[config.mk]
export PLATFORM = sky130hd
export DESIGN_NAME = shift_iterative
export DESIGN_NICKNAME = d
export VERILOG_FILES = /design/src/rtl/shift_iterative_pkg.sv /design/src/rtl/shift_iterative_step.sv /design/src/rtl/shift_iterative.sv
export SDC_FILE = /design/constraint.sdc
export NUM_CORES = 1
export LEC_CHECK = 0
export CAP_MARGIN = 20
export CELL_PAD_IN_SITES_DETAIL_PLACEMENT = 0
export CELL_PAD_IN_SITES_GLOBAL_PLACEMENT = 1
export CORE_ASPECT_RATIO = 1.75
export CORE_UTILIZATION = 37
export CTS_BUF_LIST = sky130_fd_sc_hd__clkbuf_8
export DETAILED_ROUTE_END_ITERATION = 16
export PLACE_DENSITY_LB_ADDON = 0.1
export REMOVE_ABC_BUFFERS = 1
export SYNTH_ARGS = -nofsm -noshare
export SYNTH_HDL_FRONTEND = slang
export SYNTH_SLANG_ARGS = --single-unit
[constraint.sdc]
create_clock -name clk -period 1.82 [get_ports clk]
set_clock_uncertainty 0.05 [all_clocks]
set_input_delay 0.273 -clock clk [delete_from_list [all_inputs] [get_ports clk]]
set_output_delay 0.273 -clock clk [all_outputs]
set_load 0.03 [all_outputs]
[src/rtl/shift_iterative_pkg.sv]
// Shared encodings for the iterative shift/rotate engine: op codes and FSM states.
// Latency: n/a (definitions only).
// Backpressure: n/a.
package shift_iterative_pkg;

    localparam logic [1:0] OP_SLL = 2'b00;
    localparam logic [1:0] OP_SRL = 2'b01;
    localparam logic [1:0] OP_SRA = 2'b10;
    localparam logic [1:0] OP_ROL = 2'b11;

    typedef enum logic [1:0] {
        S_IDLE  = 2'd0,
        S_SHIFT = 2'd1,
        S_DONE  = 2'd2
    } state_t;

endpackage

[src/rtl/shift_iterative_step.sv]
// One iteration of the shifter: shifts acc by s (0..STEP) positions in the given mode.
// Latency: combinational, log2(STEP)+1 mux stages selected by the bits of s.
// Backpressure: none; pure function of its inputs.
module shift_iterative_step
    import shift_iterative_pkg::*;
#(
    parameter int WIDTH = 32,
    parameter int STEP  = 1,
    localparam int SW   = $clog2(STEP) + 1
) (
    input  logic [WIDTH-1:0] acc,
    input  logic [SW-1:0]    s,
    input  logic [1:0]       op,
    output logic [WIDTH-1:0] res
);

    // Fixed-distance shift used by each stage; d is a per-stage constant after unrolling.
    function automatic logic [WIDTH-1:0] shift_by(input logic [WIDTH-1:0] v,
                                                  input logic [1:0] o,
                                                  input int d);
        logic [WIDTH-1:0] r;
        case (o)
            OP_SLL:  r = v << d;
            OP_SRL:  r = v >> d;
            OP_SRA:  r = $signed(v) >>> d;
            default: r = (v << d) | (v >> (WIDTH - d));
        endcase
        return r;
    endfunction

    // Binary-weighted stage chain: stage k shifts by 2^k when s[k] is set.
    always_comb begin
        logic [WIDTH-1:0] v;
        v = acc;
        for (int k = 0; k < SW; k++) begin
            if (s[k]) begin
                v = shift_by(v, op, 1 << k);
            end
        end
        res = v;
    end

endmodule

[src/rtl/shift_iterative.sv]
// Multi-cycle shift/rotate engine with start/done handshake, up to STEP bits per cycle.
// Latency: ceil(Y/STEP)+1 cycles from the start edge to done; busy for ceil(Y/STEP)+2 cycles.
// Backpressure: start is ignored (not queued) whenever busy is high, including the done cycle.
module shift_iterative
    import shift_iterative_pkg::*;
#(
    parameter int WIDTH = 32,
    parameter int STEP  = 1,
    localparam int SHW  = $clog2(WIDTH)
) (
    input  logic             clk,
    input  logic             rst_n,
    input  logic             start,
    input  logic [1:0]       op,
    input  logic [WIDTH-1:0] X,
    input  logic [SHW-1:0]   Y,
    output logic             busy,
    output logic             done,
    output logic [WIDTH-1:0] Z
);

    localparam int SW = $clog2(STEP) + 1;

    state_t           state, state_nx;
    logic [WIDTH-1:0] acc, acc_nx, stepped, z_nx;
    logic [SHW-1:0]   rem, rem_nx;
    logic [1:0]       op_r, op_nx;
    logic             done_nx;
    logic [SW-1:0]    s;

    // Positions consumed this cycle: the remaining count, capped at STEP.
    assign s = (rem > SHW'(STEP)) ? SW'(STEP) : rem[SW-1:0];

    shift_iterative_step #(
        .WIDTH (WIDTH),
        .STEP  (STEP)
    ) u_step (
        .acc (acc),
        .s   (s),
        .op  (op_r),
        .res (stepped)
    );

    assign busy = (state != S_IDLE);

    // Next-state and datapath updates; operands are captured only in IDLE.
    always_comb begin
        state_nx = state;
        acc_nx   = acc;
        rem_nx   = rem;
        op_nx    = op_r;
        z_nx     = Z;
        done_nx  = 1'b0;
        case (state)
            S_IDLE: begin
                if (start) begin
                    acc_nx   = X;
                    rem_nx   = Y;
                    op_nx    = op;
                    state_nx = S_SHIFT;
                end
            end
            S_SHIFT: begin
                if (rem != '0) begin
                    acc_nx = stepped;
                    rem_nx = rem - SHW'(s);
                end else begin
                    z_nx     = acc;
                    done_nx  = 1'b1;
                    state_nx = S_DONE;
                end
            end
            S_DONE:  state_nx = S_IDLE;
            default: state_nx = S_IDLE;
        endcase
    end

    // State and datapath registers; reset abandons any operation in flight.
    always_ff @(posedge clk or negedge rst_n) begin
        if (!rst_n) begin
            state <= S_IDLE;
            acc   <= '0;
            rem   <= '0;
            op_r  <= OP_SLL;
            Z     <= '0;
            done  <= 1'b0;
        end else begin
            state <= state_nx;
            acc   <= acc_nx;
            rem   <= rem_nx;
            op_r  <= op_nx;
            Z     <= z_nx;
            done  <= done_nx;
        end
    end

endmodule

# Word-level counts from Yosys, hierarchy flattened
# Cells that the tools add are included.
# op_classes
reduce_logical	11
order_cmp	1
addsub	1
eq_ne	8
n_bitwise	2
mux	14
# op_table
operator	n
2-to-1 mux 32 bit	3
one-hot mux 32 bit (3 select lines)	1
one-hot mux 32 bit (2 select lines)	1
OR 32 x 1 -> 32 bit	1
2-to-1 mux 5 bit	2
!= test 2 bit, second input constant	5
one-hot mux 5 bit (2 select lines)	1
AND reduction 2 bit	3
greater-than comparator 5 x 1 -> 1 bit, second input constant	1
AND reduction 5 bit	1
nonzero test 5 bit	1
subtractor 5 x 1 -> 5 bit	1
== test 2 x 1 -> 1 bit, second input constant	2
zero test 2 bit	2
2-to-1 mux 2 bit	2
one-hot mux 2 bit (2 select lines)	1
AND reduction 4 bit	1
nonzero test 2 bit	2
2-to-1 mux 1 bit	3
AND reduction 3 bit	1
== test 2 bit, second input constant	1
NOT 1 bit	1
# word_totals
inputBits	42
out_inout_bits	34
word_cells	44
register_bits	74

# Depth between registers and ports, before layout
# Gate-level depths: netlist of the first run.
# logic_depth
depth_word	5
mapped_depth	7

# Cells and area by module
# A second synthesis of the first run with hierarchy kept.
# unflattened
hier_cells	410
hier_area_um2	3971.3
# modules_own_cells
mod	seq_area_each_um2	area_per_inst_um2	cells_each	n_inst
shift_iterative	1851.8	3266.9	298	1
shift_iterative_step	0.0	704.4	112	1

# Least setup slack after synthesis of the first run
# OpenSTA, ideal clock, no wires.
# synth_timing
path_type	register to register
start	register rem[0]
end	register Z[0]
setup_time_ns	0.125
synth_period_minus_slack_ns	1.888
arrival_ns	1.714
path_stages_with_launch	6
setup_slack_ns	-0.068
t_required_ns	1.645
cell_sequence	dfrtp_1 or3_1 buf_2 nor4_4 buf_6 mux2_2
# synth_via
elab_chain_cells	3
# synth_rtl
element	line_no	rtl
from (decl)	shift_iterative.sv:26	logic [SHW-1:0] rem, rem_nx;
from (signal assigned)	shift_iterative.sv:90	rem <= rem_nx;
nonzero test 5 bit	shift_iterative.sv:64	if (rem != '0) begin
NOT 1 bit (no source line)	--	
AND reduction 2 bit (no source line)	--	
to (signal assigned)	shift_iterative.sv:92	Z <= z_nx;
to (decl)	shift_iterative.sv:19	output logic [WIDTH-1:0] Z
# No other way between the ends.
# A chain may end at the register's enable or synchronous reset.

# Worst setup path after layout of the first run
# layout_timing
start	register rem[0]
end	register Z[30]
# Same word-level chain as after synthesis.

==> results of run 1 <==
[Yosys cell counts, drive strengths merged]
library cell / n / share of area (%)
a32oi: 1 / 0.24
nor2: 35 / 3.7
o21ai: 2 / 0.28
mux2: 32 / 10
clkbuf: 7 / 0.73
nor4: 2 / 0.77
a221o: 1 / 0.28
a211oi: 30 / 6.3
o221ai: 2 / 0.66
or3b: 1 / 0.24
a21oi: 8 / 1.1
a211o: 1 / 0.24
ha: 1 / 0.35
mux2i: 30 / 8.4
nor2b: 5 / 0.87
dfrtp: 74 / 52
nand3: 2 / 0.28
a32o: 1 / 0.28
and3: 1 / 0.17
nand3b: 1 / 0.21
a2bb2oi: 1 / 0.24
buf: 16 / 2.9
or2: 1 / 0.17
inv: 5 / 0.52
xnor2: 1 / 0.45
a21o: 29 / 6.1
a31oi: 1 / 0.17
o311ai: 1 / 0.24
or3: 1 / 0.17
nand2b: 2 / 0.35
o32ai: 1 / 0.24
o32a: 1 / 0.28
nor3: 2 / 0.28
nand2: 9 / 0.94
o211ai: 1 / 0.21
[area by class of cell]
cell class              count  area [um^2]  area share, %
clock buffers              11          151           2.97
well taps                 122          153           2.99
clock inverters             4         18.8          0.368
repair buffers            112         1210           23.8
flip-flops and latches     74         1850           36.3
inverters                   5         18.8          0.368
multi-input cells         207         1700           33.2
[metrics by stage]
step                hold slack [ns]  worst slack, ns  instances
finish                        0.378          -0.0190        535
global route                  0.407          -0.0660        535
CTS                           0.372          -0.0144        529
detailed placement            0.209          -0.0618        511
global placement              0.208         -0.00484        511
floorplan                   -0.0726            -1.78        286
[worst max path at each step]
stage	from	slack, ns	cells past startpoint	to
2_1_floorplan	state[0]$_DFFE_PN0P_	-1.78	4	rem[4]$_DFFE_PN0P_
4_1_cts	rem[0]$_DFFE_PN0P_	-0.01	5	Z[14]$_DFFE_PN0P_
6_report	rem[0]$_DFFE_PN0P_	-0.02	5	Z[30]$_DFFE_PN0P_
3_3_place_gp	rem[0]$_DFFE_PN0P_	-0.005	4	Z[26]$_DFFE_PN0P_
5_1_grt	rem[1]$_DFFE_PN0P_	-0.07	5	Z[4]$_DFFE_PN0P_
3_5_place_dp	rem[0]$_DFFE_PN0P_	-0.06	4	Z[14]$_DFFE_PN0P_
[sequential cells by signal, summed over array words and instances, names as in the netlist]
signal and cells:
Z 32, acc 32, done 1, op_r 2, rem 5, state 2
[routing by layer]
metal	routed length, um	up-vias	share of wire, %	track usage [%]
li1	-	1319	-	-
met1	4200	1413	43	23.6
met2	4930	73	50	32.5
met3	317	21	3.2	2.91
met4	316	0	3.2	9.40
met5	0	-	0	0
[worst register-to-register path: stages, from the launching register on]
cell and delay (ns):
sky130_fd_sc_hd__dfrtp_1 0.40, sky130_fd_sc_hd__or3_4 0.41, sky130_fd_sc_hd__nor4_4 0.15, sky130_fd_sc_hd__buf_6 0.19
sky130_fd_sc_hd__clkbuf_16 0.18, sky130_fd_sc_hd__mux2_2 0.33
[cells by family (layout without fill, tap and decap cells)]
| kind of cell | Yosys count | after routing | synth area share (%) |
|---|---|---|---|
| multiplexers | 62 | 62 | 18.4 |
| AND/OR/NAND/NOR | 62 | 62 | 8.13 |
| flip-flops | 74 | 74 | 51.7 |
| buffers and inverters | 28 | 132 | 4.12 |
| XOR/XNOR | 1 | 1 | 0.454 |
| AO/OA/AOI/OAI | 81 | 81 | 16.9 |
| adder cells (fa/ha/maj) | 1 | 1 | 0.349 |
[repair_timing]
item / 4_1_cts / 5_1_grt
pin swaps: 0 / 2
buffers inserted: 1 / 2
endpoints found under the setup margin: 34 / 53
hold buffers: 1 / 0
gates cloned: 1 / 4
resized for setup: 4 / 22
hold endpoints to repair: 28 / 0
[report_power, final]
part           total, mW  leakage, nW  switching [mW]  internal [mW]
Sequential          3.29        0.893           0.758           2.53
Combinational       6.81         1.38            3.22           3.59
Clock               1.15       0.0961           0.596          0.551
[layout by cell type, fill, tap and decap left out, types with 2 or more instances in the layout]
cell,n
sky130_fd_sc_hd__clkdlybuf4s50_1,73
sky130_fd_sc_hd__mux2_2,14
sky130_fd_sc_hd__a21oi_1,7
sky130_fd_sc_hd__a21o_1,29
sky130_fd_sc_hd__nor2_1,35
sky130_fd_sc_hd__buf_4,23
sky130_fd_sc_hd__clkbuf_8,11
sky130_fd_sc_hd__a211oi_1,30
sky130_fd_sc_hd__buf_12,7
sky130_fd_sc_hd__mux2_4,17
sky130_fd_sc_hd__nand3_1,2
sky130_fd_sc_hd__buf_6,2
sky130_fd_sc_hd__mux2i_1,30
sky130_fd_sc_hd__nand2b_1,2
sky130_fd_sc_hd__inv_1,6
sky130_fd_sc_hd__clkinv_2,3
sky130_fd_sc_hd__nand2_1,9
sky130_fd_sc_hd__nor2b_1,4
sky130_fd_sc_hd__dfrtp_1,74
sky130_fd_sc_hd__clkbuf_16,4
==> out/results.md, run 1 <==
| Group | Quantity | Reported |
| --- | --- | --- |
| setup path | FF-to-FF Start | rem[0]$_DFFE_PN0P_ |
| sta | Slew at the pin with the worst max-slew slack | 0.471 ns |
| floorplan | Area inside the core boundary | 9410 um^2 |
| setup path | Endpoint of the lowest-slack register-to-register path | Z[30]$_DFFE_PN0P_ |
| route | Total wire length after detailed routing | 9.76 mm |
| route | Initial drt markers | 124 |
| final layout | Signed area change from the synthesized netlist to the final layout | 42.3% |
| setup path | Startpoint kind of the worst setup timing path | register |
| logic synthesis | Register bit total from synthesis | 74 |
| grt | Via count of the first global-routing pass | 2920 |
| setup path | Kind of end point of the critical path | register |
| placement | Gpl congestion | 0.787 |
| floorplan | Floorplan die area | 10100 um^2 |
| flow run | Number of max-capacitance violations reported | 0 |
| placement | Buffers added on ports | 75 |
| route | DRC violation count after routing | 0 |
| route | DRT Pass-1 Iters | 4 |
| final layout | Filler cell count in the final layout | 852 |
| setup path | Count of buffering cells on the critical path with inverters included | 2 |
| sta | RSZ-0062 raised after global routing | true |
| setup path | Type of the worst setup path | reg -> reg |
| logic synthesis | Synth Cell Area | 3580 um^2 |
| sta | Tightest slew margin relative to the limit | 68.6% |
| sta | Min Clock Period, post-route | 1.84 ns |
| final layout | # nets final | 452 |
| logic synthesis | Synthesized area per cell | 11.6 um^2 |
| clocking | Bufs on Longest Clock Path | 2 |
| clocking | Clock latency reported for the late side of the worst-skew pair | 0.35 ns |
| floorplan | Horizontal extent of the die | 76.4 um |
| power | Leakage power total | 2.37 nW |
| sta | Final period util | 101% |
| worst hold path | Tightest Hold Check Type | in -> async |
| grt | First-pass GRT wire length | 15.1 mm |
| logic synthesis | Synth cell types | 42 |
| setup path | Cell class contributing the biggest share of worst-path delay | simple AND/OR/NAND/NOR gates |
| placement | Area post-placement | 4670 um^2 |
| final layout | Share of the core filled with cells | 54.2% |
| power | Areal power density over the cells | 2210 nW/um^2 |
| setup path | Worst-case reg-to-reg path depth | 5 |
| route | Detailed-route wire length per cell | 18.3 um |
| grt | Grt total ovfl | 0 |
| status | Violated checks | negative setup slack |
| sta | Setup TNS | -0.182 ns |
| final layout | Antenna cell count | 0 |
| logic synthesis | Count of mapped cells out of synthesis | 309 |
| grt | Pin count of the biggest net entering global routing | 46 |
| setup path | Delay contributed by the slowest stage of the critical path | 0.41 ns |
| floorplan | Die height | 132 um |
| clocking | TritonCTS clock tree | yes |
| setup path | CP Data Required Time | 2.00 ns |
| grt | Initial antenna violation count | 0 |
| clocking | Count of H-tree levels built during CTS | 3 |
| route | Routed vias | 2826 |
| setup path | R2R setup slack | -0.02 ns |
| setup path | CP cell instances | or3_4 > nor4_4 > buf_6 > clkbuf_16 > mux2_2 |
| clocking | Cts bufs inserted | 9 |
| setup path | Crit-path max FO | 8 |
| route | Antenna-violating nets left | 0 |
| route | Detailed-route vias per instance | 5.28 |
| power | Worst voltage drop across the vdd grid | 1.39 mV |
| floorplan | Initial core utilization | 38.1% |
| clocking | Clock sinks | 74 |
| logic synthesis | Synth warn | 0 |
| floorplan | Number of core rows | 47 |
| setup path | Critical path arrival | 2.02 ns |
| placement | Final HPWL from detailed placement | 5.92 mm |
| sta | Final count of hold timing violations | 0 |
| floorplan | Total I/O pin count | 76 |
| sta | Fin. max-slew vios | 0 |
| setup path | Standard cell with the maximum stage delay on the critical path | sky130_fd_sc_hd__or3_4 |
| status | Outcome | complete, but fails checks |
| final layout | Share of layout cells above drive strength 1 | 22.0% |
| final layout | Final Cell Area | 5100 um^2 |
| sta | Worst Slack Setup Final | -0.0190 ns |
| grt | GRT Util Overall | 19.2% |
| clocking | Clock root cell | sky130_fd_sc_hd__clkbuf_8 |
| logic synthesis | Part of the Yosys area used for sequential elements | 51.7% |
| power | Design Power | 11.3 mW |
| sta | Final setup violation count | 15 |
| sta | Maximum achievable frequency | 0.544 GHz |
| clocking | Worst-path clk slew | 0.08 ns |
Power figures use the tool's default switching activity.
==> run 2: changes to the inputs <==
--- a/config.mk
+++ b/config.mk
@@ -11,2 +11,3 @@
 export CORE_ASPECT_RATIO = 1.75
+export CORE_MARGIN = 3
 export CORE_UTILIZATION = 37
--- a/constraint.sdc
+++ b/constraint.sdc
@@ -4,2 +4,2 @@
 set_output_delay 0.273 -clock clk [all_outputs]
-set_load 0.03 [all_outputs]
+set_load 0.02 [all_outputs]
==> run 2 against run 1 <==
Compared with the run above:
- the flow still finishes with violations (negative setup slack)
- worst setup slack better by 0.0042 ns
- sequential power barely moved
- flip-flop and latch count did not move
- global-route usage down 1.5 points
- clock-buffer cell count is the same
- cell area is 2.9% higher
- critical path depth is the same
- sequential share of layout area shrank 1.0 points
- largest power group unchanged
- highest routed layer unchanged
==> out/results.md, run 2 (synthesis gave the netlist of run 1 again) <==
| Group | Quantity | Reported | vs previous |
| --- | --- | --- | --- |
| route | Detailed-route wire length per cell | 18.4 um | was 18.3 um |
| floorplan | Horizontal extent of the die | 80.4 um | was 76.4 um |
| sta | Final count of hold timing violations | 0 | unchanged |
| final layout | Final Cell Area | 5250 um^2 | was 5100 um^2 |
| setup path | Startpoint kind of the worst setup timing path | register | unchanged |
| route | DRT Pass-1 Iters | 4 | unchanged |
| setup path | Type of the worst setup path | reg -> reg | unchanged |
| sta | Setup TNS | -0.0365 ns | was -0.182 ns |
| final layout | # nets final | 457 | was 452 |
| sta | Slew at the pin with the worst max-slew slack | 0.416 ns | was 0.471 ns |
| setup path | Critical path arrival | 2.02 ns | about the same |
| setup path | Delay contributed by the slowest stage of the critical path | 0.41 ns | about the same |
| route | DRC violation count after routing | 0 | unchanged |
| sta | Worst Slack Setup Final | -0.0148 ns | was -0.0190 ns |
| clocking | Clock root cell | sky130_fd_sc_hd__clkbuf_8 | unchanged |
| clocking | Count of H-tree levels built during CTS | 3 | unchanged |
| setup path | Cell count along the critical path | 5 | unchanged |
| grt | First-pass GRT wire length | 14.8 mm | was 15.1 mm |
| power | Leakage power total | 2.44 nW | was 2.37 nW |
| clocking | Clock sinks | 74 | unchanged |
| clocking | Clock latency reported for the late side of the worst-skew pair | 0.35 ns | about the same |
| final layout | Antenna cell count | 0 | unchanged |
| route | Total wire length after detailed routing | 9.92 mm | was 9.76 mm |
| grt | Grt total ovfl | 0 | unchanged |
| placement | Final HPWL from detailed placement | 5.89 mm | was 5.92 mm |
| setup path | Cell class contributing the biggest share of worst-path delay | simple AND/OR/NAND/NOR gates | unchanged |
| setup path | Standard cell with the maximum stage delay on the critical path | sky130_fd_sc_hd__or3_4 | unchanged |
| setup path | Crit-path max FO | 6 | was 8 |
| setup path | Kind of end point of the critical path | register | unchanged |
| sta | Fin. max-slew vios | 0 | unchanged |
| sta | Final period util | 101% | about the same |
| status | Violated checks | negative setup slack | unchanged |
| flow run | Number of max-capacitance violations reported | 0 | unchanged |
| route | Initial drt markers | 112 | was 124 |
| status | Outcome | complete, but fails checks | unchanged |
| sta | Min Clock Period, post-route | 1.83 ns | was 1.84 ns |
| final layout | Commonest non-fill, non-tap cells in the layout | 73 x sky130_fd_sc_hd__dfrtp_1, 73 x sky130_fd_sc_hd__clkdlybuf4s50_1, 35 x sky130_fd_sc_hd__nor2_1 | was 74 x sky130_fd_sc_hd__dfrtp_1, 73 x sky130_fd_sc_hd__clkdlybuf4s50_1, 35 x sky130_fd_sc_hd__nor2_1 |
| setup path | CP Data Required Time | 2.00 ns | about the same |
| clocking | Worst-path clk slew | 0.08 ns | about the same |
| sta | Tightest slew margin relative to the limit | 72.2% | was 68.6% |
| clocking | TritonCTS clock tree | yes | unchanged |
| power | Areal power density over the cells | 2190 nW/um^2 | was 2210 nW/um^2 |
| final layout | Filler cell count in the final layout | 816 | was 852 |
| floorplan | Total I/O pin count | 76 | unchanged |
| final layout | Regs by FF count | Z x32, acc x32, rem x5 | unchanged |
| floorplan | Floorplan die area | 11000 um^2 | was 10100 um^2 |
| floorplan | Die height | 136 um | was 132 um |
| final layout | Share of the core filled with cells | 56.7% | was 54.2% |
| floorplan | Area inside the core boundary | 9270 um^2 | was 9410 um^2 |
| grt | GRT Util Overall | 17.7% | was 19.2% |
| power | Design Power | 11.5 mW | was 11.3 mW |
| grt | Pin count of the biggest net entering global routing | 75 | was 46 |
| route | Routed vias | 2809 | was 2826 |
| worst hold path | Tightest Hold Check Type | in -> async | unchanged |
| clocking | Cts bufs inserted | 9 | unchanged |
| placement | Buffers added on ports | 75 | unchanged |
| setup path | Worst-case reg-to-reg path depth | 5 | unchanged |
| route | Antenna-violating nets left | 0 | unchanged |
| floorplan | Initial core utilization | 38.7% | was 38.1% |
| setup path | Count of buffering cells on the critical path with inverters included | 2 | unchanged |
| sta | Final setup violation count | 6 | was 15 |
| clocking | Bufs on Longest Clock Path | 2 | unchanged |
| floorplan | Number of core rows | 46 | was 47 |
| grt | Initial antenna violation count | 0 | unchanged |
| power | Worst voltage drop across the vdd grid | 1.04 mV | was 1.39 mV |
| placement | Gpl congestion | 0.790 | was 0.787 |
| final layout | Signed area change from the synthesized netlist to the final layout | 46.5% | was 42.3% |
| placement | Worst slack, placed | -0.0667 ns | was -0.0618 ns |
| sta | RSZ-0062 raised after global routing | true | unchanged |
| sta | Maximum achievable frequency | 0.545 GHz | was 0.544 GHz |
| route | Detailed-route vias per instance | 5.21 | was 5.28 |
| setup path | CP cell instances | or3_4 > nor4_4 > buf_4 > clkbuf_16 > mux2_2 | was or3_4 > nor4_4 > buf_6 > clkbuf_16 > mux2_2 |
| placement | Area post-placement | 4670 um^2 | about the same |
| final layout | Share of layout cells above drive strength 1 | 24.1% | was 22.0% |
| grt | Via count of the first global-routing pass | 2878 | was 2920 |
## run 2: cell count changes in the layout (fill, tap and decap cells not counted), moves of 2 or more
| cell | change |
|---|---|
| sky130_fd_sc_hd__mux2_4 | +3 |
| sky130_fd_sc_hd__a211oi_1 | -2 |
| sky130_fd_sc_hd__buf_6 | +3 |
| sky130_fd_sc_hd__buf_12 | +2 |
| sky130_fd_sc_hd__mux2_2 | -3 |
| sky130_fd_sc_hd__buf_4 | -2 |
| sky130_fd_sc_hd__a211oi_2 | +2 |
## run 2: final timing paths
kind | start | end | slack [ns]
worst max-delay path | rem[1]$_DFFE_PN0P_ | Z[0]$_DFFE_PN0P_ | -0.01
worst min-delay path | rst_n | acc[26]$_DFFE_PN0P_ | 0.42
worst max register to register | rem[1]$_DFFE_PN0P_ | Z[0]$_DFFE_PN0P_ | -0.01
worst min register to register | Z[20]$_DFFE_PN0P_ | Z[20]$_DFFE_PN0P_ | 0.47
max in group asynchronous | rst_n | state[1]$_DFFE_PN0P_ | 0.94
min in group clk | op[0] | op_r[0]$_DFFE_PN0P_ | 0.42
## run 2: metrics by stage
step	std cells	hold WS, ns
final	539	0.417
after global routing	539	0.414
after CTS	531	0.402
after detailed placement	508	0.276
after global placement	508	0.270
after floorplan	286	-0.0726
## run 2: cell type report
cell class | count | area [um^2] | share of cell area (%)
sequential | 74 | 1850 | 35.3
multi-input combinational | 207 | 1710 | 32.7
timing repair buffer | 117 | 1310 | 25.0
clock buffer | 11 | 151 | 2.88
tap | 120 | 150 | 2.86
clock inverter | 5 | 52.6 | 1.00
inverter | 5 | 18.8 | 0.357
## run 2: power breakdown
part	internal [mW]	switching, mW	total, mW
Clock	0.701	0.609	1.31
Sequential	2.53	0.746	3.28
Combinational	3.84	3.06	6.90
## run 2: tightest hold or removal path, stage by stage
cell,delay [ns]
sky130_fd_sc_hd__dlygate4sd3_1,0.53
sky130_fd_sc_hd__buf_4,0.11
sky130_fd_sc_hd__buf_12,0.32
## run 2: timing repair
action	4_1_cts	5_1_grt
buffers inserted	4	3
resized for setup	7	33
hold buffers	1	0
cloned	2	5
pin swaps	1	3
setup endpoints to repair	36	66
endpoints found under the hold margin	74	0
## run 2: layer usage
| metal | track usage (%) | part of all wire [%] | up-vias |
|---|---|---|---|
| met3 | 3.91 | 3.6 | 16 |
| li1 | - | - | 1332 |
| met5 | 0 | 0 | - |
| met4 | 6.48 | 2.5 | 0 |
| met2 | 29.8 | 53 | 61 |
| met1 | 21.9 | 41 | 1400 |
